==> config.mk <==
export PLATFORM = sky130hd
export DESIGN_NAME = cpu_jtag_ocimem_sequencer
export DESIGN_NICKNAME = d
export VERILOG_FILES = /design/src/rtl/cpu_jtag_ocimem_sequencer.sv
export SDC_FILE = /design/constraint.sdc
export NUM_CORES = 1
export LEC_CHECK = 0
export CAP_MARGIN = 20
export CORE_ASPECT_RATIO = 0.9
export CORE_UTILIZATION = 37
export DETAILED_ROUTE_END_ITERATION = 10
export GPL_ROUTABILITY_DRIVEN = 0
export HOLD_SLACK_MARGIN = 0.08
export PLACE_DENSITY = 0.76
export SYNTH_ARGS = -nofsm -noshare
export SYNTH_HDL_FRONTEND = slang
export SYNTH_SLANG_ARGS = --single-unit
==> constraint.sdc <==
create_clock -name clk -period 1.4 [get_ports clk]
set_input_delay 0.35 -clock clk [delete_from_list [all_inputs] [get_ports clk]]
set_output_delay 0.35 -clock clk [all_outputs]
set_load 0.01 [all_outputs]
==> src/rtl/cpu_jtag_ocimem_sequencer.sv <==
// -----------------------------------------------------------------------------
// cpu_jtag_ocimem_sequencer
//
// Purpose:
//   Sequences JTAG debug accesses into a small debug RAM that is shared with
//   the CPU. JTAG strobes load an address, request a write, or request a read.
//   The CPU normally owns the RAM. A pending JTAG access waits for a cycle with
//   cpu_req low. If the CPU keeps requesting, a 2-bit starve counter lets JTAG
//   take the RAM after three refused cycles.
//
// Ports:
//   clk                     in   sole clock, rising edge
//   reset_n                 in   asynchronous active-low reset
//   jdo[37:0]               in   JTAG data word; addr = jdo[17:10], wdata = jdo[34:3]
//   take_action_ocimem_a    in   strobe: load address (accepted in any state)
//   take_action_ocimem_b    in   strobe: write command
//   take_no_action_ocimem_a in   strobe: read command
//   cpu_req                 in   CPU wants the RAM
//   cpu_gnt                 out  CPU owns the RAM this cycle
//   mem_cs / mem_we         out  JTAG-side RAM chip-select / write enable
//   mem_addr[7:0]           out  RAM word address
//   mem_wdata[31:0]         out  RAM write data
//   mem_rdata[31:0]         in   RAM read data, valid the cycle after mem_cs
//   MonDReg[31:0]           out  captured read data
//   monitor_ready           out  last command complete
//   monitor_error           out  a read/write strobe was dropped
//
// Configuration:
//   OCIMEM_AUTOINC_EN  when defined, the address increments by one at the end
//                      of every RAM access. An address-load strobe in the same
//                      cycle takes priority.
//
// All outputs come straight from flops.
// -----------------------------------------------------------------------------
module cpu_jtag_ocimem_sequencer (
  input  logic        clk,
  input  logic        reset_n,
  input  logic [37:0] jdo,
  input  logic        take_action_ocimem_a,
  input  logic        take_action_ocimem_b,
  input  logic        take_no_action_ocimem_a,
  input  logic        cpu_req,
  output logic        cpu_gnt,
  output logic        mem_cs,
  output logic        mem_we,
  output logic [7:0]  mem_addr,
  output logic [31:0] mem_wdata,
  input  logic [31:0] mem_rdata,
  output logic [31:0] MonDReg,
  output logic        monitor_ready,
  output logic        monitor_error
);

  typedef enum logic [1:0] {
    S_IDLE     = 2'd0,
    S_WAIT_GNT = 2'd1,
    S_ACCESS   = 2'd2,
    S_CAPTURE  = 2'd3
  } state_t;

  state_t      state_q,  state_d;
  logic [7:0]  addr_q,   addr_d;
  logic [31:0] wdata_q,  wdata_d;
  logic        op_wr_q,  op_wr_d;
  logic [1:0]  starve_q, starve_d;
  logic [31:0] mon_q,    mon_d;
  logic        ready_q,  ready_d;
  logic        error_q,  error_d;
  logic        cs_q,     cs_d;
  logic        we_q,     we_d;
  logic        gnt_q,    gnt_d;

  logic        wr_stb_s;
  logic        rd_stb_s;
  logic [1:0]  starve_inc_s;
  logic        unused_jdo_s;

  assign wr_stb_s     = take_action_ocimem_b;
  assign rd_stb_s     = take_no_action_ocimem_a;
  assign starve_inc_s = starve_q + 2'd1;

  // jdo[37:35] and jdo[2:0] carry no field for this block.
  assign unused_jdo_s = ^{jdo[37:35], jdo[2:0]};

  // Next-state, datapath and registered-output decode.
  always_comb begin
    state_d  = state_q;
    addr_d   = addr_q;
    wdata_d  = wdata_q;
    op_wr_d  = op_wr_q;
    starve_d = starve_q;
    mon_d    = mon_q;
    ready_d  = ready_q;
    error_d  = error_q;
    cs_d     = 1'b0;
    we_d     = 1'b0;
    gnt_d    = 1'b1;

    // A read/write strobe is accepted only in IDLE. In any other state it is dropped and flagged.
    if ((state_q != S_IDLE) && (wr_stb_s || rd_stb_s)) begin
      error_d = 1'b1;
    end else begin
      error_d = error_q;
    end

    case (state_q)
      S_IDLE: begin
        if (wr_stb_s) begin
          // Write wins a tie with read. The losing read is reported as dropped.
          wdata_d  = jdo[34:3];
          op_wr_d  = 1'b1;
          starve_d = 2'd0;
          ready_d  = 1'b0;
          error_d  = rd_stb_s;
          state_d  = S_WAIT_GNT;
        end else if (rd_stb_s) begin
          op_wr_d  = 1'b0;
          starve_d = 2'd0;
          ready_d  = 1'b0;
          error_d  = 1'b0;
          state_d  = S_WAIT_GNT;
        end else begin
          state_d  = S_IDLE;
        end
      end

      S_WAIT_GNT: begin
        if (!cpu_req) begin
          starve_d = 2'd0;
          state_d  = S_ACCESS;
        end else if (starve_inc_s == 2'd3) begin
          // The CPU has refused JTAG three cycles in a row, so JTAG takes the RAM next cycle.
          starve_d = 2'd0;
          state_d  = S_ACCESS;
        end else begin
          starve_d = starve_inc_s;
          state_d  = S_WAIT_GNT;
        end
      end

      S_ACCESS: begin
`ifdef OCIMEM_AUTOINC_EN
        addr_d = addr_q + 8'd1;
`else
        addr_d = addr_q;
`endif
        if (op_wr_q) begin
          ready_d = 1'b1;
          state_d = S_IDLE;
        end else begin
          state_d = S_CAPTURE;
        end
      end

      S_CAPTURE: begin
        mon_d   = mem_rdata;
        ready_d = 1'b1;
        state_d = S_IDLE;
      end

      default: begin
        state_d = S_IDLE;
      end
    endcase

    // An address load overrides any auto-increment. It also clears a pending
    // ready in the same cycle.
    if (take_action_ocimem_a) begin
      addr_d  = jdo[17:10];
      ready_d = 1'b0;
    end else begin
      addr_d  = addr_d;
    end

    // The outputs are decoded from the next state, so the flops show the current state's values.
    if (state_d == S_ACCESS) begin
      cs_d  = 1'b1;
      we_d  = op_wr_d;
      gnt_d = 1'b0;
    end else if (state_d == S_CAPTURE) begin
      cs_d  = 1'b0;
      we_d  = 1'b0;
      gnt_d = 1'b0;
    end else begin
      cs_d  = 1'b0;
      we_d  = 1'b0;
      gnt_d = 1'b1;
    end
  end

  // State, datapath and output registers with asynchronous reset.
  // A reset during ACCESS or CAPTURE abandons the access, so no read data is captured.
  always_ff @(posedge clk or negedge reset_n) begin
    if (!reset_n) begin
      state_q  <= S_IDLE;
      addr_q   <= 8'd0;
      wdata_q  <= 32'd0;
      op_wr_q  <= 1'b0;
      starve_q <= 2'd0;
      mon_q    <= 32'd0;
      ready_q  <= 1'b0;
      error_q  <= 1'b0;
      cs_q     <= 1'b0;
      we_q     <= 1'b0;
      gnt_q    <= 1'b1;
    end else begin
      state_q  <= state_d;
      addr_q   <= addr_d;
      wdata_q  <= wdata_d;
      op_wr_q  <= op_wr_d;
      starve_q <= starve_d;
      mon_q    <= mon_d;
      ready_q  <= ready_d;
      error_q  <= error_d;
      cs_q     <= cs_d;
      we_q     <= we_d;
      gnt_q    <= gnt_d;
    end
  end

  assign cpu_gnt       = gnt_q;
  assign mem_cs        = cs_q;
  assign mem_we        = we_q;
  assign mem_addr      = addr_q;
  assign mem_wdata     = wdata_q;
  assign MonDReg       = mon_q;
  assign monitor_ready = ready_q;
  assign monitor_error = error_q;

endmodule

# Word level (Yosys, flattened, before mapping)
# Cells that the tools add are included.
# Widths: inputs -> output; s select.
[op_classes] add_sub_neg=1 mul=0 n_div=0 order_cmp=0 n_eq_ne=9 shift=0 mux=27 bitwise_logic=0 reduce_logical=9
[ops] operator="$mux 1" n=17
[ops] operator="$mux 2" n=7
[ops] operator="$eq 2x2->1 const B" n=5
[ops] operator="$pmux 2 s4" n=1
[ops] operator="$ne 3x3->1 const B" n=2
[ops] operator="$ne 4x4->1 const B" n=1
[ops] operator="$pmux 2 s2" n=1
[ops] operator="$reduce_and 2->1" n=2
[ops] operator="$reduce_bool 2->1" n=2
[ops] operator="$reduce_bool 4->1" n=1
[ops] operator="$pmux 1 s3" n=1
[ops] operator="$reduce_and 3->1" n=1
[ops] operator="$add 2x1->2 const B" n=1
[ops] operator="$eq 2x1->1 const B" n=1
[ops] operator="$logic_not 2->1" n=1
[ops] operator="$logic_and 1x1->1" n=1
[ops] operator="$logic_or 1x1->1" n=1
[totals] reg_bits=82 latchBits=0 mem_bits_rw=0 rom_bits=0 input_bits=76 output_inout_bits=77 mem_count=0

# Longest topological paths before layout
[logic_depth] ltp_word=8 depth_mapped=5 mapped_depth_nobuf=3

# Worst setup path after synthesis
# Ideal clock, no wire load.
[synth_path] path_type="register -> register" from="reg state_q[0]" to="reg wdata_q[10] (netlist: mem_wdata[10])" setup_time_ns=0.125 arrival_time_ns=1.259 t_required_ns=1.275 path_slack_ns=0.016 stages_incl_launch_ff=6 path_buffers=2 period_less_slack_ns=1.384 cell_sequence="dfrtp_1 -> nor2_2 -> and2_4 -> buf_6 -> buf_12 -> mux2_4"
[synth_between] elab_chain_cells=2
[synth_lines] item="start, declared" line_no="61" text="state_t state_q, state_d;"
[synth_lines] item="start signal, assigned" line_no="207" text="state_q <= state_d;"
[synth_lines] item="$logic_not 2->1" line_no="106" text="case (state_q)"
[synth_lines] item="$reduce_and 2->1 (no source line)"
[synth_lines] item="end signal, assigned" line_no="209" text="wdata_q <= wdata_d;"
[synth_lines] item="end, declared" line_no="63" text="logic [31:0] wdata_q, wdata_d;"
# No other way between the ends.
# A chain may end at the register's enable or synchronous reset.

# Worst setup path in the final report
[layout_path] from="reg state_q[1]" to="reg wdata_q[14] (netlist: mem_wdata[14])"
# Same word-level chain as after synthesis.

==> impl_metrics.env <==
export IMPL_vias=2156
export IMPL_slowest_stage="dfrtp_1"
export IMPL_relSlewSlack=0.718
export IMPL_yosys_warnings=0
export IMPL_worstMarginPinSlew_ns=0.424
export IMPL_cts_root_buf="clkbuf_8"
export IMPL_post_drt_via_cell_ratio=4.48
export IMPL_start_util=0.391
export IMPL_dp_final_hpwl_um=4890
export IMPL_antenna_left=0
export IMPL_fin_setup_tns_ns=0
export IMPL_start_kind="flop"
export IMPL_cts_buffer_depth=2
export IMPL_dieArea_um2=9100
export IMPL_num_antenna_cells=0
export IMPL_finalCritPeriodShare=0.976
export IMPL_grt_pass1_vias=2195
export IMPL_critical_path_max_stage_delay_ns=0.42
export IMPL_worstPathRequired_ns=1.62
export IMPL_status="finished, final reports clean"
export IMPL_clock_sinks=82
export IMPL_syn_area_um2=3230
export IMPL_layout_commonest_cell="dfrtp_1"
export IMPL_synth_nets=264
export IMPL_path_max_fanout=13
export IMPL_track_usage=0.156
export IMPL_fillCellCount=657
export IMPL_path_cells="nor2_2 > and2_4 > buf_12 > mux2_4"
export IMPL_ys_seq_area_frac=0.636
export IMPL_path_class="flop to flop"
export IMPL_grt_pass1_wl_um=10900
export IMPL_drtIter0Drc=58
export IMPL_synth_edf_count=0
export IMPL_portBuffers=146
export IMPL_drc_errors=0
export IMPL_fp_dieH_um=90.6
export IMPL_ios=153
export IMPL_clock_fmax_mhz=732
export IMPL_finalHoldViolCount=0
export IMPL_p_per_area_nw_per_um2=2070
export IMPL_grt_max_degree=83
export IMPL_synth_flop_cell="dfrtp_1"
export IMPL_cts_tree="done"
export IMPL_die_w_um=100
export IMPL_synthCells=188
export IMPL_synth_area_per_cell_um2=17.2
export IMPL_hold_class="flop to flop"
export IMPL_cp_arrival_ns=1.59
export IMPL_rsz0062_at_grt="yes"
export IMPL_overflow=0
export IMPL_cp_end_kind="flop"
export IMPL_leakagePower_uw=0.00231
export IMPL_dr_pass1_iters=4
export IMPL_ys_ff_latch=82
export IMPL_fin_nets=437
export IMPL_htreeDepth=3
export IMPL_synthArstFlopShare=1.00
export IMPL_syn2layout_area_growth_pct=60.0
export IMPL_ys_types=26
export IMPL_slew_viol_final=0
export IMPL_grt_antenna_before_repair=0
export IMPL_finalSetupViolCount=0
export IMPL_fin_crit_ns=1.37
export IMPL_numCtsBuffers=9
export IMPL_skew_ns=0.00872
export IMPL_holdWs_ns=0.495
export IMPL_post_drt_wl_per_cell_um=14.6
export IMPL_layout_drive_gt1_share=0.320
export IMPL_path_clk_slew_ns=0.08
export IMPL_wl_um=7030
export IMPL_final_cell_mix="dfrtp_1 (81), clkdlybuf4s50_1 (68), clkdlybuf4s15_1 (50)"
export IMPL_irDropWorstVdd_uv=1050
export IMPL_rows=31
export IMPL_drv_cap=0
export IMPL_coreArea_um2=8260
export IMPL_clkLatencyLatePin_ns=0.34
power breakdown:
part | leakage [uW] | total [uW] | internal [uW] | switching (uW)
sequential | 0.000966 | 4070 | 3490 | 584
combinational | 0.00126 | 5020 | 3160 | 1860
clock | 0.0000893 | 1620 | 820 | 802
total | 0.00231 | 10700 | 7470 | 3250
kinds of logic after synthesis:
kind of cell,Yosys count,synth area share
simple gates,16,0.0302
compound gates,8,0.0171
flops,82,0.636
buf+inv,9,0.0291
xor+xnor,1,0.00271
mux,72,0.285
cell usage after synthesis (2+ instances only):
library cell,instances,share of area
dfrtp_1,81,0.63
mux2_2,43,0.15
mux2_4,29,0.13
a21oi_1,3,0.0046
buf_12,3,0.019
buf_2,3,0.0046
nand2_1,3,0.0035
nand2b_1,3,0.0058
a31o_2,2,0.0054
nor3b_1,2,0.0046
final cells by class:
cell class                 instances  area [um2]  share of cell area
tap                              115         144              0.0279
sequential                        82        2050               0.397
timing repair buffer             170        1680               0.326
clock inverter                     5        55.1              0.0107
multi-input combinational         97        1090               0.212
clock buffer                      11         131              0.0254
inverter                           1        3.75            0.000727
routing by layer:
layer  routed length, um  vias to the layer above  global-route usage
met5                   0                        -                   0
met3                 532                        6              0.0650
met2                3400                       86               0.257
met4                  42                        0              0.0290
li1                    -                     1013                   -
met1                3050                     1051               0.193
worst max-delay path: cells and delay by family (launching register included):
family / cells / cell delay, ns
flip-flops: 1 / 0.42
AND/OR/NAND/NOR: 2 / 0.35
multiplexers: 1 / 0.31
buffers and inverters: 1 / 0.17
timing repair:
action                                  4_1_cts  5_1_grt
hold buffers                                  1        0
gates resized for setup                      86       48
pin swaps                                     0        1
endpoints found under the hold margin        81        0
gates cloned                                  0        1
endpoints found under the setup margin       77       90
setup buffers                                 0        7
per-stage QoR:
stage	cells	area (um2)	total power, uW	util	setup slack [ns]
floorplan	188	3230	6680	-	0.0157
global placement	456	4920	9380	0.595	-0.237
detailed placement	456	4920	9520	0.595	-0.279
CTS	473	5020	10500	0.608	0.00195
global route	481	5170	11400	0.625	-0.0338
finish	481	5170	10700	0.625	0.0341
registers in the layout, summed over array words and instances (netlist names):
signal / flops
MonDReg: 32
cpu_gnt: 1
mem_addr: 8
mem_cs: 1
mem_wdata: 32
mem_we: 1
monitor_error: 1
monitor_ready: 1
op_wr_q: 1
starve_q: 2
state_q: 2
final timing paths:
check,from,endpoint,slack (ns),cells after the start
max in group asynchronous,reset_n,cpu_gnt$_DFF_PN1_,0.45,3
hold reg to reg,state_q[1]$_DFF_PN0_,cpu_gnt$_DFF_PN1_,0.49,1
min in group asynchronous,reset_n,mem_wdata[4]$_DFFE_PN0P_,0.57,3
setup reg to reg,state_q[1]$_DFF_PN0_,mem_wdata[14]$_DFFE_PN0P_,0.03,4
setup / recovery,state_q[1]$_DFF_PN0_,mem_wdata[14]$_DFFE_PN0P_,0.03,4
hold / removal,state_q[1]$_DFF_PN0_,cpu_gnt$_DFF_PN1_,0.49,1
No activity file was read; power rests on OpenSTA's default activity.
